[config.mk]
export PLATFORM = sky130hd
export DESIGN_NAME = code_converter_pipe
export DESIGN_NICKNAME = d
export VERILOG_FILES = /design/src/rtl/code_converter_pipe.sv
export SDC_FILE = /design/constraint.sdc
export NUM_CORES = 1
export LEC_CHECK = 0
export CORE_MARGIN = 3
export CORE_UTILIZATION = 55
export CTS_BUF_LIST = sky130_fd_sc_hd__clkbuf_16
export CTS_CLUSTER_SIZE = 30
export DETAILED_ROUTE_END_ITERATION = 7
export PLACE_DENSITY = 0.8
export REMOVE_ABC_BUFFERS = 1
export SLEW_MARGIN = 20
export SYNTH_ARGS = -nofsm -noshare
export SYNTH_HDL_FRONTEND = slang
export SYNTH_SLANG_ARGS = --single-unit
[constraint.sdc]
create_clock -name clk -period 3.8 [get_ports clk]
set_input_delay 0.76 -clock clk [delete_from_list [all_inputs] [get_ports clk]]
set_output_delay 0.76 -clock clk [all_outputs]
set_load 0.05 [all_outputs]
[src/rtl/code_converter_pipe.sv]
`default_nettype none
// ============================================================================
// Module   : code_converter_pipe
// Purpose  : Registered, handshaked code converter for a DIGITS-nibble word.
//            Modes: bin->Gray, BCD->XS3, Gray->bin, XS3->BCD. Invalid
//            BCD/XS3 digits are flagged per digit, forced to zero and
//            counted in a saturating error counter.
// Revision : 1.0 - initial parametrised pipelined release
// ============================================================================
module code_converter_pipe #(
    parameter int DIGITS    = 4,
    parameter int ERR_CNT_W = 8
) (
    input  logic                   clk,
    input  logic                   rst_n,
    input  logic                   in_valid,
    output logic                   in_ready,
    input  logic [4*DIGITS-1:0]    in_data,
    input  logic [1:0]             in_mode,
    output logic                   out_valid,
    input  logic                   out_ready,
    output logic [4*DIGITS-1:0]    out_data,
    output logic [1:0]             out_mode,
    output logic                   out_err,
    output logic [DIGITS-1:0]      out_err_mask,
    output logic [ERR_CNT_W-1:0]   err_count,
    input  logic                   clr_err_count
);

    localparam int W = 4 * DIGITS;

    localparam logic [1:0] c_mode_bin2gray = 2'b00;
    localparam logic [1:0] c_mode_bcd2xs3  = 2'b01;
    localparam logic [1:0] c_mode_gray2bin = 2'b10;
    localparam logic [1:0] c_mode_xs32bcd  = 2'b11;

    localparam logic [ERR_CNT_W-1:0] c_cnt_max = '1;

    logic [W-1:0]          r_out_data;
    logic [1:0]            r_out_mode;
    logic [DIGITS-1:0]     r_out_mask;
    logic                  r_out_valid;
    logic [ERR_CNT_W-1:0]  r_err_count;

    logic [W-1:0]          w_gray;
    logic [W-1:0]          w_bin;
    logic [W-1:0]          w_xs3;
    logic [W-1:0]          w_bcd;
    logic [DIGITS-1:0]     w_xs3_err;
    logic [DIGITS-1:0]     w_bcd_err;
    logic [W-1:0]          w_conv;
    logic [DIGITS-1:0]     w_mask;
    logic                  w_accept;
    logic [ERR_CNT_W-1:0]  w_cnt_base;
    logic [ERR_CNT_W-1:0]  w_cnt_next;

    // A new word may enter whenever the output register is empty or draining
    assign in_ready = !r_out_valid || out_ready;
    assign w_accept = in_valid && in_ready;

    // Binary to Gray across the whole word
    assign w_gray = in_data ^ (in_data >> 1);

    // Gray to binary: each bit is the XOR of all Gray bits at or above it,
    // written as a reduction so there is no bit-to-bit combinational chain
    // inside one vector.
    for (genvar k = 0; k < W; k++) begin : g_gray2bin
        assign w_bin[k] = ^(in_data >> k);
    end

    // Independent per-digit BCD/XS3 conversion with validity flags
    for (genvar i = 0; i < DIGITS; i++) begin : g_digit
        logic [3:0] w_d;
        logic       w_xs3_ok;
        logic       w_bcd_ok;
        assign w_d      = in_data[4*i +: 4];
        assign w_xs3_ok = (w_d <= 4'd9);
        assign w_bcd_ok = (w_d >= 4'd3) && (w_d <= 4'd12);
        assign w_xs3[4*i +: 4] = w_xs3_ok ? (w_d + 4'd3) : 4'h0;
        assign w_bcd[4*i +: 4] = w_bcd_ok ? (w_d - 4'd3) : 4'h0;
        assign w_xs3_err[i]    = !w_xs3_ok;
        assign w_bcd_err[i]    = !w_bcd_ok;
    end

    // Select the conversion result and error mask for the current mode
    always_comb begin
        w_conv = w_gray;
        w_mask = '0;
        case (in_mode)
            c_mode_bin2gray: begin
                w_conv = w_gray;
                w_mask = '0;
            end
            c_mode_bcd2xs3: begin
                w_conv = w_xs3;
                w_mask = w_xs3_err;
            end
            c_mode_gray2bin: begin
                w_conv = w_bin;
                w_mask = '0;
            end
            c_mode_xs32bcd: begin
                w_conv = w_bcd;
                w_mask = w_bcd_err;
            end
            default: begin
                w_conv = w_gray;
                w_mask = '0;
            end
        endcase
    end

    // Clear takes effect before the increment so clear+error yields one
    always_comb begin
        w_cnt_base = clr_err_count ? '0 : r_err_count;
        w_cnt_next = w_cnt_base;
        if (w_accept && (|w_mask) && (w_cnt_base != c_cnt_max)) begin
            w_cnt_next = w_cnt_base + 1'b1;
        end
    end

    // Output register: load on accept, drop valid once the sink takes it
    always_ff @(posedge clk) begin
        if (!rst_n) begin
            r_out_valid <= 1'b0;
            r_out_data  <= '0;
            r_out_mode  <= 2'b00;
            r_out_mask  <= '0;
        end else if (w_accept) begin
            r_out_valid <= 1'b1;
            r_out_data  <= w_conv;
            r_out_mode  <= in_mode;
            r_out_mask  <= w_mask;
        end else if (out_ready) begin
            r_out_valid <= 1'b0;
        end
    end

    // Saturating count of accepted words that carried an invalid digit
    always_ff @(posedge clk) begin
        if (!rst_n) begin
            r_err_count <= '0;
        end else begin
            r_err_count <= w_cnt_next;
        end
    end

    assign out_valid    = r_out_valid;
    assign out_data     = r_out_data;
    assign out_mode     = r_out_mode;
    assign out_err_mask = r_out_mask;
    assign out_err      = |r_out_mask;
    assign err_count    = r_err_count;

endmodule
`default_nettype wire

==> results.py <==
metrics = {
    "drt": {
        "average_wire_per_cell_in_the_routed_design_um": 15.5,
        "finalWirelength_mm": 7.40,
        "dr.pass1.iters": 4,
        "vias_per_cell": 5.86,
        "detailroute.via_count": 2791,
        "drtAntennaViolNets": 0,
        "initialDrtViolationCount": 183,
        "post-route-drc-count": 0,
    },
    "synth": {
        "synth.yosys.seq_area_share_pct": 21.6,
        "postSynth.topFlopCell": "dfxtp_1",
        "synth_seq_cells": 31,
        "yosys_warnings": 0,
        "syn_area_mm2": 0.00287,
        "synth_largest_area_cell": "dfxtp_1",
        "synth.distinct_cells": 52,
        "synth-edff-count": 0,
        "syn-mean-instance-area_um2": 8.15,
        "synthesis.instances": 352,
        "yosysTopAreaCellShare_pct": 21.6,
        "top_area_cells_in_the_synthesized_netlist": "dfxtp_1 22%, ha_1 18%, a21oi_1 5.4%, xnor2_1 5.2%, nor2b_1 4.6%",
        "asyncSetResetFlopFracSynth_pct": 0,
    },
    "power": {
        "power_frac_clock_pct": 30.2,
        "power.combinational.fraction_pct": 40.6,
        "vdd.ir_drop.worst_v": 0.000318,
        "power.switching_fraction_pct": 35.3,
        "seq_power_share_pct": 29.2,
        "powerDensity_mw_per_mm2": 338,
        "power_switching_w": 0.000435,
        "cellInternalPower_w": 0.000797,
        "power.static_leakage_nw": 1.54,
    },
    "clock_network": {
        "ctsHoldBuffers": 0,
        "postCtsSetupBuffers": 0,
        "clock_insertion_delay_worst_skew_ps": 280,
        "tritoncts": "yes",
        "cts_num_sinks": 31,
        "clock_tree.buffer_depth": 2,
        "cts-buffers-inserted": 5,
        "cts.root.buffer_cell": "clkbuf_16",
        "path_clk_slew_ps": 50,
        "post_cts_sizing_count": 0,
        "cts.htree.levels": 2,
    },
    "worst_hold_path": {
        "timing.hold.worst.class": "flop to flop",
        "worst_hold_path.num_cells": 2,
    },
    "worst_setup_path": {
        "critPathArrivalTime_ps": 3510,
        "rr_worst_depth": 8,
        "critical_path.n_buffers_inverters": 2,
        "crit_required_ps": 4020,
        "critical_path_cell_count": 9,
        "timing.critical_path.max_delay_family": "XOR/XNOR gates",
        "worstPathCellList": "clkdlybuf4s50_1 > inv_1 > ha_1 > xor2_2 > xnor3_1 > xnor3_2 > xnor3_1 > o211ai_2 > o2111a_1",
        "timing.critical_path.slowest_stage_cell": "clkdlybuf4s50_1",
        "worstSetupPathType": "primary input to flop",
        "slowest_delay_ps": 530,
        "worst-path-max-fanout": 4,
        "timing.critical_path.mode_cell": "xnor3_1",
        "critPathCaptureType": "flop",
        "critical_path.startpoint_type": "primary input",
    },
    "sta": {
        "timing_worst_slew_pin_value_ps": 996,
        "finalMaxSlewViolations": 0,
        "max-slew-margin-rel_pct": 33.4,
        "final.setup.tns_ps": 0,
        "finalHoldViolations": 0,
        "hold_slack_ps": 456,
        "unrepaired_setup_endpoints_after_global_routing": "no",
        "final_period_minus_worst_setup_slack_ps": 3290,
        "final.setup_skew_ps": 7.41,
        "final.period_utilization_pct": 86.5,
        "fmaxAchievable_mhz": 304,
        "setup_viol_count_final": 0,
    },
    "status": {
        "run_status": "finished clean",
    },
    "global_route": {
        "maximum_number_of_pins_on_one_net_before_global_route_repair": 32,
        "antenna_violations_before_repair": 0,
        "via_count_of_the_first_global_routing_pass": 2657,
        "grt-ovfl-total": 0,
        "first_pass_grt_wire_length_mm": 12.6,
        "grt_usage_pct": 25.2,
    },
    "die": {
        "fp.dieArea_mm2": 0.00612,
        "coreArea_mm2": 0.00488,
        "top_level_ports": 56,
        "rows": 25,
        "die_wd_um": 78.2,
        "fp.dieH_um": 78.2,
        "start_util_pct": 58.8,
    },
    "place": {
        "placed_area_mm2": 0.00351,
        "place_congestion": 0.961,
        "buffer_ports.inserted": 55,
        "detailedPlacementHpwl_mm": 5.61,
    },
    "finish": {
        "antenna_cells_inserted": 0,
        "n_fill_cell": 375,
        "area_growth_pct": 27.1,
        "drive_above_1_share_pct": 4.65,
        "final_net_count": 472,
        "fin_area_mm2": 0.00365,
    },
    "flow_run": {
        "max_cap_violations": 0,
    },
}
final timing paths:
check | startpoint | to | slack [ps]
setup reg to reg | err_count[1] | err_count[6] | 1690
hold / removal | out_data[15] | out_data[15] | 460
setup / recovery | in_data[13] | out_data[1] | 510
hold reg to reg | out_data[15] | out_data[15] | 460
synth_stat cells (all sizes together), types with 2 or more instances:
library cell,number
nand2,31
and2,6
o21a,2
a31oi,3
o221ai,3
o2111ai,3
a211oi,5
nand2b,5
a21oi,31
xor2,9
dfxtp,31
nand3,13
nor3,2
mux2i,3
a32oi,2
o21ai,22
nor2,11
o22ai,6
a311oi,2
xnor2,17
o211ai,8
inv,23
ha,41
nor4,2
buf,2
and3,4
a22oi,4
xnor3,5
nor2b,21
clkbuf,12
or3,3
a21boi,7
routing by layer:
layer	track usage, %	part of all wire [%]
met5	0	0
met4	7.69	1.6
met3	5.39	7.0
met2	41.7	46
met1	33.0	45
tightest hold or removal path, stage by stage, from the launching register on:
cell and delay [ps]:
dfxtp_1 300, nand2_1 50, a21boi_1 50
cell type report:
cell class	instances	area [um2]	share of cell area [%]
clock buffer	5	125	3.43
clock inverter	3	12.5	0.343
inverter	23	86.3	2.37
multi-input combinational	284	2110	57.8
sequential	31	621	17.0
tap	67	83.8	2.30
timing repair buffer	63	611	16.7
sequential cells by signal, summed over array words and instances, names as in the netlist:
signal	count
out_mode	2
out_data	16
err_count	8
out_valid	1
out_err_mask	4
layout by cell type, fill, tap and decap left out, drive strengths merged, types with 11 or more instances in the layout:
cell,count
a21oi,31
clkdlybuf4s50,55
dfxtp,31
ha,41
inv,25
nand2,31
nand3,13
nor2,11
nor2b,21
o21ai,22
xnor2,17
metrics by stage:
| step | worst slack (ps) | total power (W) | std cells | util [%] |
|---|---|---|---|---|
| final | 515 | 0.00123 | 476 | 74.7 |
| after detailed placement | 236 | 0.000859 | 468 | 71.9 |
| after CTS | 518 | 0.00123 | 476 | 74.7 |
| after floorplan | 967 | 0.000706 | 338 | - |
| after global placement | 322 | 0.000850 | 468 | 71.9 |
| after global routing | 351 | 0.00129 | 476 | 74.7 |
kinds of logic (layout without fill, tap and decap cells):
kind of cell / Yosys count / count (layout) / share of synthesized area, %
xor gates and xnor gates: 31 / 31 / 12.2
muxes: 4 / 4 / 1.44
adders and majority gates: 41 / 41 / 17.9
DFF: 31 / 31 / 21.6
buffers and inverters: 37 / 94 / 4.89
AOI/OAI and AO/OA: 104 / 104 / 23.4
and+or+nand+nor: 104 / 104 / 18.6
power groups by stage:
stage	combinational [W]	sequential (W)	clock, W
2_1_floorplan	0.000267	0.000438	0
3_3_place_gp	0.000485	0.000365	0
3_5_place_dp	0.000494	0.000366	0
4_1_cts	0.000496	0.000360	0.000373
5_1_grt	0.000541	0.000362	0.000390
6_report	0.000500	0.000360	0.000372
No activity file was read; power rests on OpenSTA's default activity.
==> patch 1: new RTL, same settings <==
Change the parameter `ERR_CNT_W` from 8 to 12.
--- a/src/rtl/code_converter_pipe.sv
+++ b/src/rtl/code_converter_pipe.sv
@@ -9,7 +9,7 @@
 // ============================================================================
 module code_converter_pipe #(
     parameter int DIGITS    = 4,
-    parameter int ERR_CNT_W = 8
+    parameter int ERR_CNT_W = 12
 ) (
     input  logic                   clk,
     input  logic                   rst_n,
Interface: changed (resized err_count); port bits go from 56 to 60. No check against the original RTL was run, so the function may have changed too.
==> patch 1 against the original RTL <==
Routed wire length is 13% higher; highest routed layer unchanged; critical path type unchanged; design area is 7.8% higher; sequential cell count is 4 higher; clock power is 2% higher; worst hold slack worse by 3.5 ps; synthesized area is 8.9% higher; worst setup slack better by 140 ps; power is 3.3% higher.
==> patch 1: results (changes against the original RTL) <==
| Metric | Value |
|---|---|
| Postcts setup bufs | `0 (unchanged)` |
| Post-route clock skew | `2.30 ps (was 7.41 ps)` |
| Layout cells sized above 1 | `0.0820 (was 0.0465)` |
| # nets final | `503 (was 472)` |
| Seq/Total Area, Yosys | `0.224 (was 0.216)` |
| Sw Ratio | `0.346 (was 0.353)` |
| DR WL met3 | `534 um (was 515 um)` |
| Synth cell count leaders | `41 x ha_1, 39 x a21oi_1, 36 x nand2_1 (was 41 x ha_1, 31 x a21oi_1, 31 x dfxtp_1, 31 x nand2_1, 23 x inv_1)` |
| Number of antenna violations at the first check in global routing | `0 (unchanged)` |
| Post-place setup slack | `405 ps (was 236 ps)` |
| Worst Path Arrival | `3310 ps (was 3510 ps)` |
| GRT Total Usage | `0.264 (was 0.252)` |
| VDD IR-drop max | `0.000223 V (was 0.000318 V)` |
| PortBufs | `59 (was 55)` |
| DR pass1 iterations | `5 (was 4)` |
| Total length of routed wires | `8360 um (was 7400 um)` |
| Top post-synthesis cells by area | `dfxtp_1 22%, ha_1 16%, a21oi_1 6.3%, nand2_1 4.3%, xnor2_1 3.4% (was dfxtp_1 22%, ha_1 18%, a21oi_1 5.4%, xnor2_1 5.2%, nor2b_1 4.6%)` |
| Worst-path fanout max | `7 (was 4)` |
| HPWL Detailed | `6470 um (was 5610 um)` |
| Pleak | `1.62 nW (was 1.54 nW)` |
| Met2 routed WL | `3880 um (was 3420 um)` |
| WL met1 | `3750 um (was 3340 um)` |
| Global-route wire length before repair | `13700 um (was 12600 um)` |
| Via/cell ratio | `5.90 (was 5.86)` |
| FILL cells | `409 (was 375)` |
| Status | `finished clean (unchanged)` |
| Vias in the first global route | `2847 (was 2657)` |
| DP Area | `3800 um^2 (was 3510 um^2)` |
| Largest net degree at the start of global routing | `26 (was 32)` |
| GP Congestion | `0.978 (was 0.961)` |
| Starting DRT DRC Count | `264 (was 183)` |
[patch 1: cell type report]
cell class              count  area (um^2)  share of cell area
clock buffers               5          125              0.0318
clock inverters             2         8.76             0.00223
inverters                  23         86.3              0.0220
multi-input cells         304         2250               0.572
flip-flops and latches     35          701               0.178
well taps                  70         87.6              0.0223
repair buffers             70          673               0.171
[patch 1: cells by family after synthesis]
logic type,count (synthesis),share of synthesized area
simple gates,122,0.194
xor+xnor,28,0.107
mux,5,0.0248
compound gates,108,0.230
flops,35,0.224
buf+inv,38,0.0549
fa+ha+maj,41,0.164
[patch 1: path summary, 6_finish.rpt]
kind | start | to | slack [ps] | depth (start not counted)
min reg2reg | out_data[13] | out_data[13] | 450 | 2
max reg2reg | err_count[1] | err_count[11] | 1780 | 7
max | in_data[14] | out_data[2] | 650 | 9
min | out_data[13] | out_data[13] | 450 | 2
[patch 1: per-layer routing]
metal  vias up  track usage
met2       135        0.423
met3        17       0.0399
li1       1472            -
met1      1380        0.355
met5         -            0
met4         0       0.0997
[patch 1: worst max-delay path: stages]
cell	delay, ps
clkdlybuf4s50_1	620
inv_1	140
ha_1	370
xnor3_2	480
xnor3_2	280
xnor2_1	260
a21oi_1	100
o21ai_1	180
a21oi_1	90
[patch 1: metrics by stage]
stage | util | hold slack [ps] | instances
after floorplan | - | 673 | 362
final | 0.741 | 453 | 509
after CTS | 0.741 | 454 | 509
after global routing | 0.741 | 480 | 509
after global placement | 0.716 | 444 | 502
after detailed placement | 0.716 | 447 | 502
[patch 1: power groups by stage]
stage / Combinational [mW] / Sequential, mW / Clock (mW)
finish: 0.493 / 0.401 / 0.378
global route: 0.531 / 0.403 / 0.396
CTS: 0.489 / 0.401 / 0.380
detailed placement: 0.487 / 0.408 / 0
global placement: 0.479 / 0.408 / 0
floorplan: 0.260 / 0.476 / 0
==> patch 2: new RTL, same settings <==
Made on the original files. Add an input register stage for `in_mode`, without a reset; this delays it by one clock. The other inputs are not delayed to match.
--- a/src/rtl/code_converter_pipe.sv
+++ b/src/rtl/code_converter_pipe.sv
@@ -35,6 +35,12 @@
     localparam logic [1:0] c_mode_xs32bcd  = 2'b11;
 
     localparam logic [ERR_CNT_W-1:0] c_cnt_max = '1;
+
+    logic [1:0] in_mode_q;
+
+    always_ff @(posedge clk) begin
+        in_mode_q <= in_mode;
+    end
 
     logic [W-1:0]          r_out_data;
     logic [1:0]            r_out_mode;
@@ -86,7 +92,7 @@
     always_comb begin
         w_conv = w_gray;
         w_mask = '0;
-        case (in_mode)
+        case (in_mode_q)
             c_mode_bin2gray: begin
                 w_conv = w_gray;
                 w_mask = '0;
@@ -129,7 +135,7 @@
         end else if (w_accept) begin
             r_out_valid <= 1'b1;
             r_out_data  <= w_conv;
-            r_out_mode  <= in_mode;
+            r_out_mode  <= in_mode_q;
             r_out_mask  <= w_mask;
         end else if (out_ready) begin
             r_out_valid <= 1'b0;
Check against the original RTL: not equivalent (Yosys sat finds a counterexample within 4 cycles, from zero or initial values and one cycle with rst_n low).
==> patch 2 against the original RTL <==
First-iteration DRC count up 66%; count of clock-buffer cells in the layout unchanged; power up 10%; sequential share of layout area down 0.34 points; sequential cell count up 2; global-route usage up 2.1 points; maximum frequency up 1.1%; design area up 8.6%; clock skew down 1.9 ps; synthesized area up 9.8%; routed wire length up 21%; sequential power up 7.2%; worst hold slack about the same; worst setup slack better by 37 ps; highest routed layer unchanged.
==> patch 2: results (changes against the original RTL) <==
| Metric | Value |
|---|---|
| FF-to-FF setup slack | `1490 ps (was 1690 ps)` |
| Root Buffer | `clkbuf_16 (unchanged)` |
| RR Startpoint | `in_mode_q[0] (was err_count[1])` |
| Mux contribution to synthesized area | `0.0270 (was 0.0144)` |
| Largest net degree at the start of global routing | `26 (was 32)` |
| Pleak | `1.62 nW (was 1.54 nW)` |
| Clock latency on the worst-skew pair | `280 ps (about the same)` |
| Top post-synthesis cells by area | `dfxtp_1 21%, ha_1 16%, a21oi_1 6.0%, xnor2_1 4.4%, nand2_1 3.8% (was dfxtp_1 22%, ha_1 18%, a21oi_1 5.4%, xnor2_1 5.2%, nor2b_1 4.6%)` |
| # nets final | `504 (was 472)` |
| Postcts setup bufs | `0 (unchanged)` |
| Clk pin slew, worst setup/hold paths | `50 ps (about the same)` |
| VDD IR-drop max | `0.000223 V (was 0.000318 V)` |
| Layout cells sized above 1 | `0.0862 (was 0.0465)` |
| Synth cell types | `61 (was 52)` |
| Worst Path Arrival | `3390 ps (was 3510 ps)` |
| Crit Reg-Reg Endpoint | `out_data[10] (was err_count[6])` |
| Hold path start | `out_data[12] (was out_data[15])` |
| GP Congestion | `0.902 (was 0.961)` |
| Post-Synth Adder-Cell Area | `0.163 (was 0.179)` |
| Post-place setup slack | `354 ps (was 236 ps)` |
| R2r worst-path depth | `7 (was 8)` |
| Seq/Total Area, Yosys | `0.210 (was 0.216)` |
| Status | `finished clean (unchanged)` |
| Worst min-delay path class | `reg2reg (unchanged)` |
| Post-route clock skew | `5.54 ps (was 7.41 ps)` |
| Global-route wire length before repair | `14100 um (was 12600 um)` |
| Total length of routed wires | `8970 um (was 7400 um)` |
| Tmin final | `3250 ps (was 3290 ps)` |
| Worst setup endpoint | `err_count[1] (was out_data[1])` |
| Synth cell count leaders | `41 x ha_1, 38 x a21oi_1, 33 x dfxtp_1 (was 41 x ha_1, 31 x a21oi_1, 31 x dfxtp_1, 31 x nand2_1, 23 x inv_1)` |
| Total number of vias | `3180 (was 2791)` |
| PortBufs | `55 (unchanged)` |
| Crit path launch | `in_data[14] (was in_data[13])` |
| Routed wire per std cell | `17.6 um (was 15.5 um)` |
| Main flop type after synthesis | `dfxtp_1 (unchanged)` |
| Synth Area in Compound Gates | `0.244 (was 0.234)` |
| Hold Slack | `456 ps (about the same)` |
| GRT Total Usage | `0.274 (was 0.252)` |
| DP Area | `3820 um^2 (was 3510 um^2)` |
| Starting DRT DRC Count | `304 (was 183)` |
| Mapped Cells | `381 (was 352)` |
| Worst-path fanout max | `11 (was 4)` |
| Relative slew slack | `0.366 (was 0.334)` |
| HPWL Detailed | `6620 um (was 5610 um)` |
| XOR/XNOR share of the synthesized area | `0.124 (was 0.122)` |
| DR pass1 iterations | `7 (was 4)` |
| Vias in the first global route | `2976 (was 2657)` |
patch 2: changes by cell type in the layout (fill, tap and decap cells not counted), moves of 5 or more:
| cell | delta |
|---|---|
| nor2b_1 | -12 |
| nor2_1 | +10 |
| nor3_1 | +9 |
| a21oi_1 | +7 |
| buf_4 | +6 |
| a211oi_1 | -5 |
| xor2_1 | -5 |
patch 2: worst max-delay path, cell delays in order:
cell             delay (ps)
clkdlybuf4s50_1         620
inv_1                   150
ha_1                    230
nor2b_1                 130
o21ai_1                 210
nand4_1                 210
o211ai_1                740
mux2i_1                 280
nor2_1                   50
patch 2: worst min path at each step:
| stage | end | cells after the start |
|---|---|---|
| finish | out_data[12] | 2 |
| global placement | out_data[13] | 2 |
| global route | out_data[4] | 2 |
| floorplan | out_data[13] | 2 |
| CTS | out_data[12] | 2 |
| detailed placement | out_mode[1] | 2 |
patch 2: kinds of logic (layout without fill, tap and decap cells):
logic type               after synthesis  in the layout
AND/OR/NAND/NOR                      113            113
XOR/XNOR                              30             30
buffers and inverters                 44            104
multiplexers                           6              6
AO/OA/AOI/OAI                        114            114
adder cells (fa/ha/maj)               41             41
flip-flops                            33             33
patch 2: where the power goes:
group	switching (mW)	total, mW	leakage (nW)	internal [mW]
registers	0.0169	0.386	0.271	0.369
logic	0.339	0.583	1.28	0.244
clock network	0.149	0.388	0.0696	0.240
patch 2: final cells by class:
type,count,area (um^2)
clock buffer,5,125
clock inverter,3,17.5
fill,431,1380
inverter,27,101
multi-input combinational,304,2310
sequential,33,661
tap,70,87.6
timing repair buffer,69,656
patch 2: per-layer routing:
metal | share of wire | track usage | vias up
met5 | 0 | 0 | -
met4 | 0.028 | 0.0930 | 0
met3 | 0.083 | 0.0471 | 36
met2 | 0.48 | 0.471 | 174
met1 | 0.41 | 0.346 | 1476
li1 | - | - | 1494
